<file path="src/rtl/fetch_ctrl.sv">
// fetch_ctrl: instruction-fetch sequencer. Drives the program counter's
// count/load controls, the instruction-memory req/ack handshake and the decode valid/ready port.
`default_nettype none

module fetch_ctrl #(
  parameter int             N         = 8,
  parameter int             W         = 16,
  parameter logic [N-1:0]   BOOT_ADDR = '0
) (
  input  logic         clk,
  input  logic         rst,
  input  logic         start,
  input  logic         halt,
  input  logic         jump,
  input  logic [N-1:0] jump_addr,
  input  logic [N-1:0] pc_addr,
  output logic         pc_count,
  output logic         pc_load,
  output logic [N-1:0] pc_addr_in,
  output logic         imem_req,
  output logic [N-1:0] imem_addr,
  input  logic         imem_ack,
  input  logic [W-1:0] imem_data,
  output logic         inst_valid,
  input  logic         inst_ready,
  output logic [W-1:0] inst,
  output logic [N-1:0] inst_addr,
  output logic         running,
  output logic         halted
);

  typedef enum logic [1:0] {
    S_IDLE   = 2'd0,
    S_FETCH  = 2'd1,
    S_ISSUE  = 2'd2,
    S_HALTED = 2'd3
  } state_e;

  localparam logic [N-1:0] PC_STEP = N'(1);

  state_e         state_q;
  logic           squash_q;
  logic           halt_pend_q;
  logic           imem_req_q;
  logic [N-1:0]   imem_addr_q;
  logic           inst_valid_q;
  logic [W-1:0]   inst_q;
  logic [N-1:0]   inst_addr_q;
  logic           running_q;
  logic           halted_q;

  logic           start_go_d;
  logic           jump_go_d;
  logic           handshake_d;

  always_comb begin
    start_go_d  = (state_q == S_IDLE || state_q == S_HALTED) && start;
    jump_go_d   = (state_q == S_FETCH || state_q == S_ISSUE) && jump && !halt;
    handshake_d = (state_q == S_ISSUE) && inst_valid_q && inst_ready;
  end

  // PC controls are combinational; held low while reset is asserted so outputs read 0 immediately.
  assign pc_load    = !rst && (start_go_d || jump_go_d);
  assign pc_count   = !rst && handshake_d && !jump && !halt;
  assign pc_addr_in = rst        ? '0 :
                      start_go_d ? BOOT_ADDR :
                      jump_go_d  ? jump_addr : '0;

  always_ff @(posedge clk or posedge rst) begin
    if (rst) begin
      state_q      <= S_IDLE;
      squash_q     <= 1'b0;
      halt_pend_q  <= 1'b0;
      imem_req_q   <= 1'b0;
      imem_addr_q  <= '0;
      inst_valid_q <= 1'b0;
      inst_q       <= '0;
      inst_addr_q  <= '0;
      running_q    <= 1'b0;
      halted_q     <= 1'b0;
    end else begin
      case (state_q)
        S_IDLE, S_HALTED: begin
          if (start) begin
            state_q     <= S_FETCH;
            imem_req_q  <= 1'b1;
            imem_addr_q <= BOOT_ADDR;
            running_q   <= 1'b1;
            halted_q    <= 1'b0;
          end
        end

        S_FETCH: begin
          if (imem_ack) begin
            inst_q      <= imem_data;
            inst_addr_q <= imem_addr_q;
            squash_q    <= 1'b0;
            halt_pend_q <= 1'b0;
            // A halt arriving alongside a squash wins: fetching stops rather than refetching.
            if (halt_pend_q || halt) begin
              state_q    <= S_HALTED;
              imem_req_q <= 1'b0;
              running_q  <= 1'b0;
              halted_q   <= 1'b1;
            end else if (squash_q || jump) begin
              state_q     <= S_FETCH;
              imem_addr_q <= jump ? jump_addr : pc_addr;
            end else begin
              state_q      <= S_ISSUE;
              imem_req_q   <= 1'b0;
              inst_valid_q <= 1'b1;
            end
          end else if (halt) begin
            halt_pend_q <= 1'b1;
          end else if (jump) begin
            squash_q <= 1'b1;
          end
        end

        S_ISSUE: begin
          if (halt) begin
            state_q      <= S_HALTED;
            inst_valid_q <= 1'b0;
            running_q    <= 1'b0;
            halted_q     <= 1'b1;
          end else if (jump) begin
            state_q      <= S_FETCH;
            inst_valid_q <= 1'b0;
            imem_req_q   <= 1'b1;
            imem_addr_q  <= jump_addr;
          end else if (inst_ready) begin
            // The PC increments on this same edge, so the next fetch address is pc_addr+1.
            state_q      <= S_FETCH;
            inst_valid_q <= 1'b0;
            imem_req_q   <= 1'b1;
            imem_addr_q  <= pc_addr + PC_STEP;
          end
        end

        default: state_q <= S_IDLE;
      endcase
    end
  end

  assign imem_req   = imem_req_q;
  assign imem_addr  = imem_addr_q;
  assign inst_valid = inst_valid_q;
  assign inst       = inst_q;
  assign inst_addr  = inst_addr_q;
  assign running    = running_q;
  assign halted     = halted_q;

endmodule

`default_nettype wire
</file>
<file path="config.mk">
export PLATFORM = sky130hd
export DESIGN_NAME = fetch_ctrl
export DESIGN_NICKNAME = d
export VERILOG_FILES = /design/src/rtl/fetch_ctrl.sv
export SDC_FILE = /design/constraint.sdc
export NUM_CORES = 1
export LEC_CHECK = 0
export ABC_AREA = 1
export BUFFER_PORTS_ARGS = -buffer_cell sky130_fd_sc_hd__buf_2
export CAP_MARGIN = 5
export CORE_AREA = 2 2 67 82
export CTS_CLUSTER_SIZE = 14
export DETAILED_ROUTE_END_ITERATION = 10
export DIE_AREA = 0 0 69 84
export PLACE_DENSITY = 0.78
export REMOVE_ABC_BUFFERS = 1
export SETUP_SLACK_MARGIN = 0.1
export SLEW_MARGIN = 30
export SYNTH_ARGS = -nofsm -noshare
export SYNTH_HDL_FRONTEND = slang
export SYNTH_SLANG_ARGS = --single-unit
</file>
<file path="constraint.sdc">
create_clock -name clk -period 2.4 [get_ports clk]
set_input_delay 0.48 -clock clk [delete_from_list [all_inputs] [get_ports clk]]
set_output_delay 0.48 -clock clk [all_outputs]
set_load 0.03 [all_outputs]
</file>
# After elaboration in Yosys (flattened, before gate mapping)
# Cells that the tools add are included.
[totals]
ff_bits = 40
latchBits = 0
ram_bits = 0
mem_bits_ro = 0
inputBits = 39
out_inout_bits = 46
word_cells = 104
memories = 0
[classes]
n_addsub = 1
n_mul = 0
n_div = 0
magnitude_cmp = 0
n_eq_ne = 15
shifts = 0
muxes = 48
bitwise = 0
reduce_logical = 30
[op_table]
columns = ["operator", "n"]
rows = [
  ["8-bit 2-to-1 mux", 11],
  ["1-bit 2-to-1 mux", 24],
  ["8-bit one-hot mux with 3 select lines", 1],
  ["2-bit 2-to-1 mux", 7],
  ["2-bit != test (second input constant)", 6],
  ["5-bit AND reduction", 2],
  ["1-bit logical AND", 9],
  ["1-bit one-hot mux with 3 select lines", 3],
  ["8-bit by 1-bit adder with 8-bit output (second input constant)", 1],
  ["2-bit by 1-bit != test with 1-bit output (second input constant)", 3],
  ["3-bit != test (second input constant)", 2],
  ["2-bit one-hot mux with 3 select lines", 1],
  ["3-bit AND reduction", 2],
  ["6-bit AND reduction", 1],
  ["2-bit nonzero test", 3],
  ["1-bit logical OR", 5],
  ["2-bit equality test (second input constant)", 2],
  ["4-bit != test (second input constant)", 1],
  ["2-bit AND reduction", 2],
  ["4-bit AND reduction", 1],
  ["1-bit zero test", 3],
  ["2-bit by 1-bit equality test with 1-bit output (second input constant)", 1],
  ["2-bit zero test", 1],
  ["1-bit one-hot mux with 2 select lines", 1],
  ["2-bit OR reduction", 1],
]

# Longest topological paths before layout
# Gate-level depths: netlist of the first run.
[logic_depth]
depth_word = 7
depth_mapped = 10
ltp_nobuf = 9

# Worst setup path before layout of the first run
# Ideal clock, no wire load.
[synth_path]
kind = "input-to-output"
startpoint = "input port rst"
endpoint = "output port pc_addr_in[0]"
arrival_time_ps = 2342
t_required_ps = 1920
slack_ps = -422
cell_stages = 3
n_path_buf = 0
cell_sequence = "inv_1 -> nand4_1 -> nor2_1"
[synth_between]
elab_chain_cells = 1
[synth_rtl]
columns = ["item", "line", "source"]
rows = [
  ["start: declaration", "11", "input logic rst,"],
  ["8-bit 2-to-1 mux", "65", "assign pc_addr_in = rst ? '0 :"],
  ["end: declaration", "19", "output logic [N-1:0] pc_addr_in,"],
]
# Every way passes these cells.

# Worst setup path in the final report of the first run
[layout_path]
startpoint = "register state_q[0]"
endpoint = "output port pc_addr_in[7]"
[layout_between]
elab_chain_cells = 7
word_cells_on_any_way = 12
classes_between = "eq/ne (3); mux (3); reduce/logical (6)"
[layout_rtl]
columns = ["item", "line", "source"]
rows = [
  ["start: declaration", "41", "state_e state_q;"],
  ["start signal: assignment", "71", "state_q <= S_IDLE;"],
  ["start signal: assignment", "85", "state_q <= S_FETCH;"],
  ["start signal: assignment", "101", "state_q <= S_HALTED;"],
  ["2-bit by 1-bit equality test with 1-bit output or 2-bit equality test (tied branches)", "58", "jump_go_d = (state_q == S_FETCH || state_q == S_ISSUE) && jump && !halt;"],
  ["1-bit logical OR", "58", ""],
  ["1-bit logical AND (2 in a row)", "58", ""],
  ["8-bit 2-to-1 mux", "67", "jump_go_d ? jump_addr : '0;"],
  ["8-bit 2-to-1 mux *", "66", "start_go_d ? BOOT_ADDR :"],
  ["8-bit 2-to-1 mux *", "65", ""],
]
# Mark *: on every way between the ends. The rest lies on a longest branch, timed or not.

==> flow_summary_export.csv, run 1 <==
group,metric,value,unit
place,io_buffers,84,
floorplan,dieHeight,84,um
worst_setup_path,path_max_fanout,8,
finish,nets,407,
synth,synth_top_area_frac,0.466,
synth,synthCells,280,
timing,fin_skew,0.00837,ns
job,drv_cap,0,
global_routing,grt_pass1_wl,8190,um
worst_setup_path,critPathCaptureType,"primary output",
timing,slew_violations,0,
power_and_ir_drop,ir_drop,0.458,mV
detailed_routing,num_vias,2039,
worst_setup_path,path_buf_inv,4,
synth,yosysWarnings,0,
floorplan,core_area,5080,um^2
worst_setup_path,critical_path_class,"register to primary output",
finish,final_layout_size_suffix_gt1_frac,0.323,
clock_network,clock_latency,0.28,ns
global_routing,grt_max_degree,40,
floorplan,start_util,0.423,
timing,hold_viol_final,0,
finish,most-common-layout-cells,"103 x nand2_1, 81 x buf_2, 40 x dfrtp_1",
clock_network,clock-sinks,40,
floorplan,core.rowCount,29,
outcome,status,"finished, final reports clean",
power_and_ir_drop,p_seq_frac,0.317,
place,place_ws,0.184,ns
detailed_routing,drc,0,
place,routabilityCongestion,0.862,
global_routing,grt_pass1_vias,1851,
detailed_routing,wl,4980,um
power_and_ir_drop,combPwrFrac,0.553,
place,hpwlAfterDp,3760,um
power_and_ir_drop,leakagePower,0.00158,uW
clock_network,cts_tree,"built",
worst_setup_path,crit_chain,"inv_1 > ha_2 > inv_2 > nand4_1 > buf_4 > nor2_1 > buf_2",
timing,fin_tns_setup,0,ns
clock_network,postCtsHoldBufs,0,
clock_network,clkSlewWorstSetupHoldPaths,0.08,ns
timing,relSlewSlack,0.571,
clock_network,h-tree-depth,2,
worst_setup_path,slowest_delay,0.40,ns
floorplan,die_x,69,um
worst_setup_path,start_kind,"register",
detailed_routing,drt_iter0_drc,111,
synth,syn_area,2150,um^2
clock_network,cts_inserted_buffers,5,
clock_network,clock_path_buffers,2,
synth,yosysSeqAreaShare,0.466,
timing,whs,0.0490,ns
worst_setup_path,critPathSlowestCell,"dfrtp_1",
timing,rsz0062_at_grt,"no",
power_and_ir_drop,p_sw_frac,0.490,
synth,synth.largest_area_cell,"dfrtp_1",
timing,worst_slack,0.197,ns
worst_setup_path,required,1.92,ns
min_path,min_path_type,"input pin to async pin",
finish,fillers,502,
detailed_routing,vias_per_cell,4.78,
timing,worstMarginPinSlew,0.642,ns
timing,fin_crit_sh,0.918,
floorplan,dieArea,5800,um^2
worst_setup_path,crit_arrival,1.72,ns
power_and_ir_drop,p_clk_frac,0.131,
power_and_ir_drop,powerDensity,1310,nW/um^2
power_and_ir_drop,power.switching,1750,uW
worst_setup_path,crit_family,"buffers and inverters",
synth,ys_types,30,
detailed_routing,postRouteAntennaNets,0,
timing,min_period,2.20,ns
synth,synthTopCellsByArea,"dfrtp_1 47%, nand2_1 18%, inv_1 5.6%",
finish,final_common_cell,"nand2_1",
global_routing,grt.total_usage,0.172,
synth,syn_avg_cell_area,7.67,um^2
global_routing,antenna_found_initial,0,
timing,setup_violations,0,
clock_network,cts-root-buf,"clkbuf_8",
global_routing,grt.overflow.total,0,
synth,ys_seq_elements,40,
detailed_routing,dr.pass1.iters,4,
detailed_routing,wire_per_inst,11.7,um
floorplan,boundaryPins,85,
finish,antennaDiodeCount,0,
timing,fmax,0.454,GHz
power_and_ir_drop,p_int,1820,uW
finish,area_delta_synth_final,26.8,%
## worst reg2reg max path: cells and delay by family (launching register included)
family	cells	cell delay [ns]
and+or+nand+nor	3	0.26
adders and majority gates	1	0.39
DFF	1	0.39
AOI/OAI and AO/OA	2	0.28
buffers and inverters	3	0.32
## power groups by stage
| stage | Combinational, uW | Clock (uW) | Sequential [uW] |
|---|---|---|---|
| after detailed placement | 1970 | 0 | 1140 |
| after global placement | 1930 | 0 | 1120 |
| after floorplan | 886 | 0 | 1660 |
| after global routing | 2150 | 498 | 1170 |
| final | 1970 | 465 | 1130 |
| after CTS | 1980 | 481 | 1130 |
## stage by stage
step	instance area (um^2)	cells	util	power, uW
2_1_floorplan	2090	270	-	2550
3_3_place_gp	2610	419	0.514	3060
3_5_place_dp	2610	419	0.514	3110
4_1_cts	2720	427	0.535	3600
5_1_grt	2720	427	0.536	3810
6_report	2720	427	0.536	3560
## layout make-up
cell class,instances,area (um^2),area share
Clock buffer,7,96.3,0.0354
Inverter,37,139,0.0510
Multi-Input combinational cell,193,952,0.350
Sequential cell,40,1000,0.367
Tap cell,62,77.6,0.0285
Timing Repair Buffer,88,458,0.168
## Yosys cell counts
cell       count
a21boi_0       1
o21ai_0       16
o22ai_1        4
nor2_1        17
nor2_2         1
a21oi_1        9
nand2_1      103
o21ai_1        5
buf_2          5
inv_1         32
or2_2          1
nor4_1         1
nand2_4        4
ha_1           3
clkbuf_1       3
nand3_1        9
a211oi_2       1
o211ai_1       2
a41oi_1        1
o21ai_2        2
o2111ai_1      1
nand4_1        3
nand2_2        3
inv_2          5
nor3_1         2
buf_6          2
dfrtp_1       40
o21a_1         1
nor2_8         2
o22ai_2        1
## logic make-up after synthesis
kind of cell,after synthesis,share of synthesized area
AO/OA/AOI/OAI,44,0.123
buffers and inverters,47,0.0920
AND/OR/NAND/NOR,146,0.301
adder cells (fa/ha/maj),3,0.0175
flip-flops,40,0.466
## sequential cells by signal, indices dropped and copies added (netlist names)
register,cells
inst,16
imem_addr,8
inst_addr,8
state_q,2
halt_pend_q,1
halted,1
imem_req,1
inst_valid,1
running,1
squash_q,1
## final timing paths
kind	cells past startpoint	from	to	slack [ns]
worst max register to register	9	state_q[1]	imem_addr[2]	0.65
worst max-delay path	7	state_q[0]	pc_addr_in[7]	0.20
min in group clk	3	imem_data[11]	inst[11]	0.39
worst min-delay path	2	rst	state_q[0]	0.05
max in group asynchronous	3	rst	inst_addr[0]	1.68
worst min register to register	2	inst[10]	inst[10]	0.47
## routing by layer
metal / routed length (um) / global-route usage
met3: 270 / 0.0338
met4: 55 / 0.0642
met5: 0 / 0
met1: 2170 / 0.207
met2: 2480 / 0.302
## timing repair
| item | CTS | global route |
|---|---|---|
| pin swaps | 1 | 0 |
| gates resized for setup | 1 | 6 |
| setup buffers | 1 | 0 |
| setup endpoints to repair | 8 | 6 |
| hold endpoints to repair | 0 | 0 |
Power figures use the tool's default switching activity.
==> inputs of run 2 (changes only) <==
ABC_CLOCK_PERIOD_IN_PS = 2700   (was unset)
CORE_AREA = 2 2 67 81   (was 2 2 67 82)
DIE_AREA = 0 0 69 83   (was 0 0 69 84)
PLACE_DENSITY = 0.76   (was 0.78)
SLEW_MARGIN = 20   (was 30)
clock period = 2.7 ns   (was 2.4 ns; I/O delays follow)
==> run 2 against run 1 <==
  * Global-route usage grew 1.3 points
  * Sequential power shrank 12%
  * Final area grew 0.73%
  * Core utilization grew 2.3 points
  * Setup slack gained 0.11 ns
  * Wire length grew 0.28%
  * Register-to-register slack gained 0.28 ns
==> flow_summary_export.csv, run 2 (synthesized netlist as in run 1, its figures left out) <==
group,metric,value,unit
floorplan,boundaryPins,85,
detailed_routing,wire_per_inst,11.7,um
timing,worstMarginPinSlew,0.577,ns
worst_setup_path,critPathCaptureType,"primary output",
clock_network,cts_tree,"built",
floorplan,core_area,4900,um^2
timing,fin_skew,0.00450,ns
finish,final_cell_count_no_fill,425,
timing,fin_crit_sh,0.886,
finish,multi_input_area,950,um^2
clock_network,clock-sinks,40,
global_routing,grt.total_usage,0.185,
finish,utilization,0.559,
outcome,status,"finished, final reports clean",
floorplan,dieArea,5730,um^2
clock_network,clock_latency,0.28,ns
finish,nets,407,
place,dpl-instance-area,2600,um^2
detailed_routing,drt_iter0_drc,90,
timing,hold_viol_final,0,
timing,rsz0062_at_grt,"no",
clock_network,cts_inserted_buffers,5,
finish,most-common-layout-cells,"103 x nand2_1, 84 x buf_2, 40 x dfrtp_1",
finish,seqCellArea,1000,um^2
worst_setup_path,crit_family,"buffers and inverters",
finish,stdcell_area,2740,um^2
worst_setup_path,rrSetupSlack,0.93,ns
worst_setup_path,crit_arrival,1.85,ns
global_routing,antenna_found_initial,0,
detailed_routing,dr.pass1.iters,4,
place,io_buffers,84,
timing,relSlewSlack,0.615,
clock_network,h-tree-depth,2,
worst_setup_path,reg2reg_depth,9,
place,routabilityCongestion,0.806,
worst_setup_path,path_max_fanout,7,
worst_setup_path,critical_path_class,"register to primary output",
job,drv_cap,0,
power_and_ir_drop,powerDensity,1200,nW/um^2
global_routing,grt_pass1_wl,8710,um
worst_setup_path,r2r_start,"state_q[1]",
timing,fin_tns_setup,0,ns
worst_setup_path,slowest_delay,0.41,ns
place,dp.cells,416,
clock_network,cts-root-buf,"clkbuf_8",
floorplan,start_util,0.438,
timing,min_period,2.39,ns
worst_setup_path,start_kind,"register",
finish,antennaDiodeCount,0,
worst_setup_path,r2r-end,"imem_addr[0]",
detailed_routing,postRouteAntennaNets,0,
finish,final_layout_size_suffix_gt1_frac,0.315,
power_and_ir_drop,ir_drop,0.382,mV
worst_setup_path,path_buf_inv,4,
timing,setup_violations,0,
worst_setup_path,crit_chain,"inv_1 > ha_1 > inv_1 > nand4_1 > buf_4 > nor2_1 > buf_2",
worst_setup_path,required,2.16,ns
place,hpwlAfterDp,3870,um
min_path,min_path_type,"input pin to async pin",
clock_network,clkSlewWorstSetupHoldPaths,0.07,ns
worst_setup_path,critPathSlowestCell,"ha_1",
global_routing,grt_pass1_vias,1978,
finish,area_delta_synth_final,27.7,%
worst_setup_path,cpMostUsedCell,"inv_1",
finish,fillers,469,
detailed_routing,drc,0,
place,place_ws,0.388,ns
global_routing,grt_max_degree,37,
finish,final_common_cell,"nand2_1",
clock_network,clock_path_buffers,2,
power_and_ir_drop,leakagePower,0.00159,uW
timing,fmax,0.418,GHz
floorplan,dieHeight,83,um
timing,worst_slack,0.307,ns
detailed_routing,num_vias,2044,
detailed_routing,wl,4990,um
timing,slew_violations,0,
detailed_routing,vias_per_cell,4.81,
floorplan,core.rowCount,28,
finish,largest_reg_flops,16,
floorplan,die_x,69,um
global_routing,grt.overflow.total,0,
run 2: cell types whose count changed in the layout (fill, tap and decap cells not counted), sizes merged:
cell | before | now
inv | 37 | 36
bufinv | 0 | 2
buf | 87 | 88
clkinv | 0 | 1
clkbuf | 8 | 5
run 2: per-layer routing:
| metal | global-route usage | wire length, um | up-vias |
|---|---|---|---|
| li1 | - | - | 1046 |
| met4 | 0.0945 | 128 | 0 |
| met5 | 0 | 0 | - |
| met3 | 0.0400 | 288 | 8 |
| met2 | 0.302 | 2360 | 83 |
| met1 | 0.228 | 2210 | 907 |
run 2: worst reg2reg max path, cell delays in order, from the launching register on:
cell	delay (ns)
dfrtp_1	0.39
inv_1	0.08
ha_1	0.37
inv_2	0.16
a21oi_1	0.25
inv_2	0.09
nand2_4	0.12
nor2_8	0.06
inv_1	0.08
o22ai_2	0.05
run 2: cell type report:
cell class / instances / share of cell area
clock buffer: 5 / 0.0251
clock inverter: 2 / 0.0219
inverter: 37 / 0.0506
multi-input combinational: 193 / 0.346
sequential: 40 / 0.365
tap: 60 / 0.0274
timing repair buffer: 88 / 0.164
run 2: worst max-delay path by stage:
| stage | startpoint | endpoint | slack [ns] | cells after the start |
|---|---|---|---|---|
| after floorplan | rst | pc_addr_in[0] | -0.24 | 3 |
| after global placement | state_q[0] | pc_addr_in[5] | 0.45 | 6 |
| after detailed placement | state_q[0] | pc_addr_in[0] | 0.39 | 6 |
| after CTS | state_q[0] | pc_addr_in[0] | 0.31 | 7 |
| after global routing | state_q[0] | pc_addr_in[1] | 0.18 | 7 |
| final | state_q[0] | pc_addr_in[7] | 0.31 | 7 |
run 2: power by group:
| group | internal [uW] | leakage (uW) | total (uW) | switching, uW |
|---|---|---|---|---|
| Combinational | 514 | 0.00102 | 1740 | 1220 |
| Sequential | 866 | 0.000507 | 999 | 133 |
| Clock | 364 | 0.0000642 | 555 | 192 |
| Total | 1740 | 0.00159 | 3290 | 1550 |
run 2: through the flow:
stage | power, uW | hold slack [ns]
after CTS | 3320 | 0.137
after global placement | 2710 | 0.443
final | 3290 | 0.138
after floorplan | 2270 | 0.491
after detailed placement | 2750 | 0.445
after global routing | 3550 | 0.144
run 2: what timing repair did:
item,CTS,global route
hold buffers,0,0
setup endpoints to repair,8,0
gates resized for setup,0,0
buffers inserted,2,0
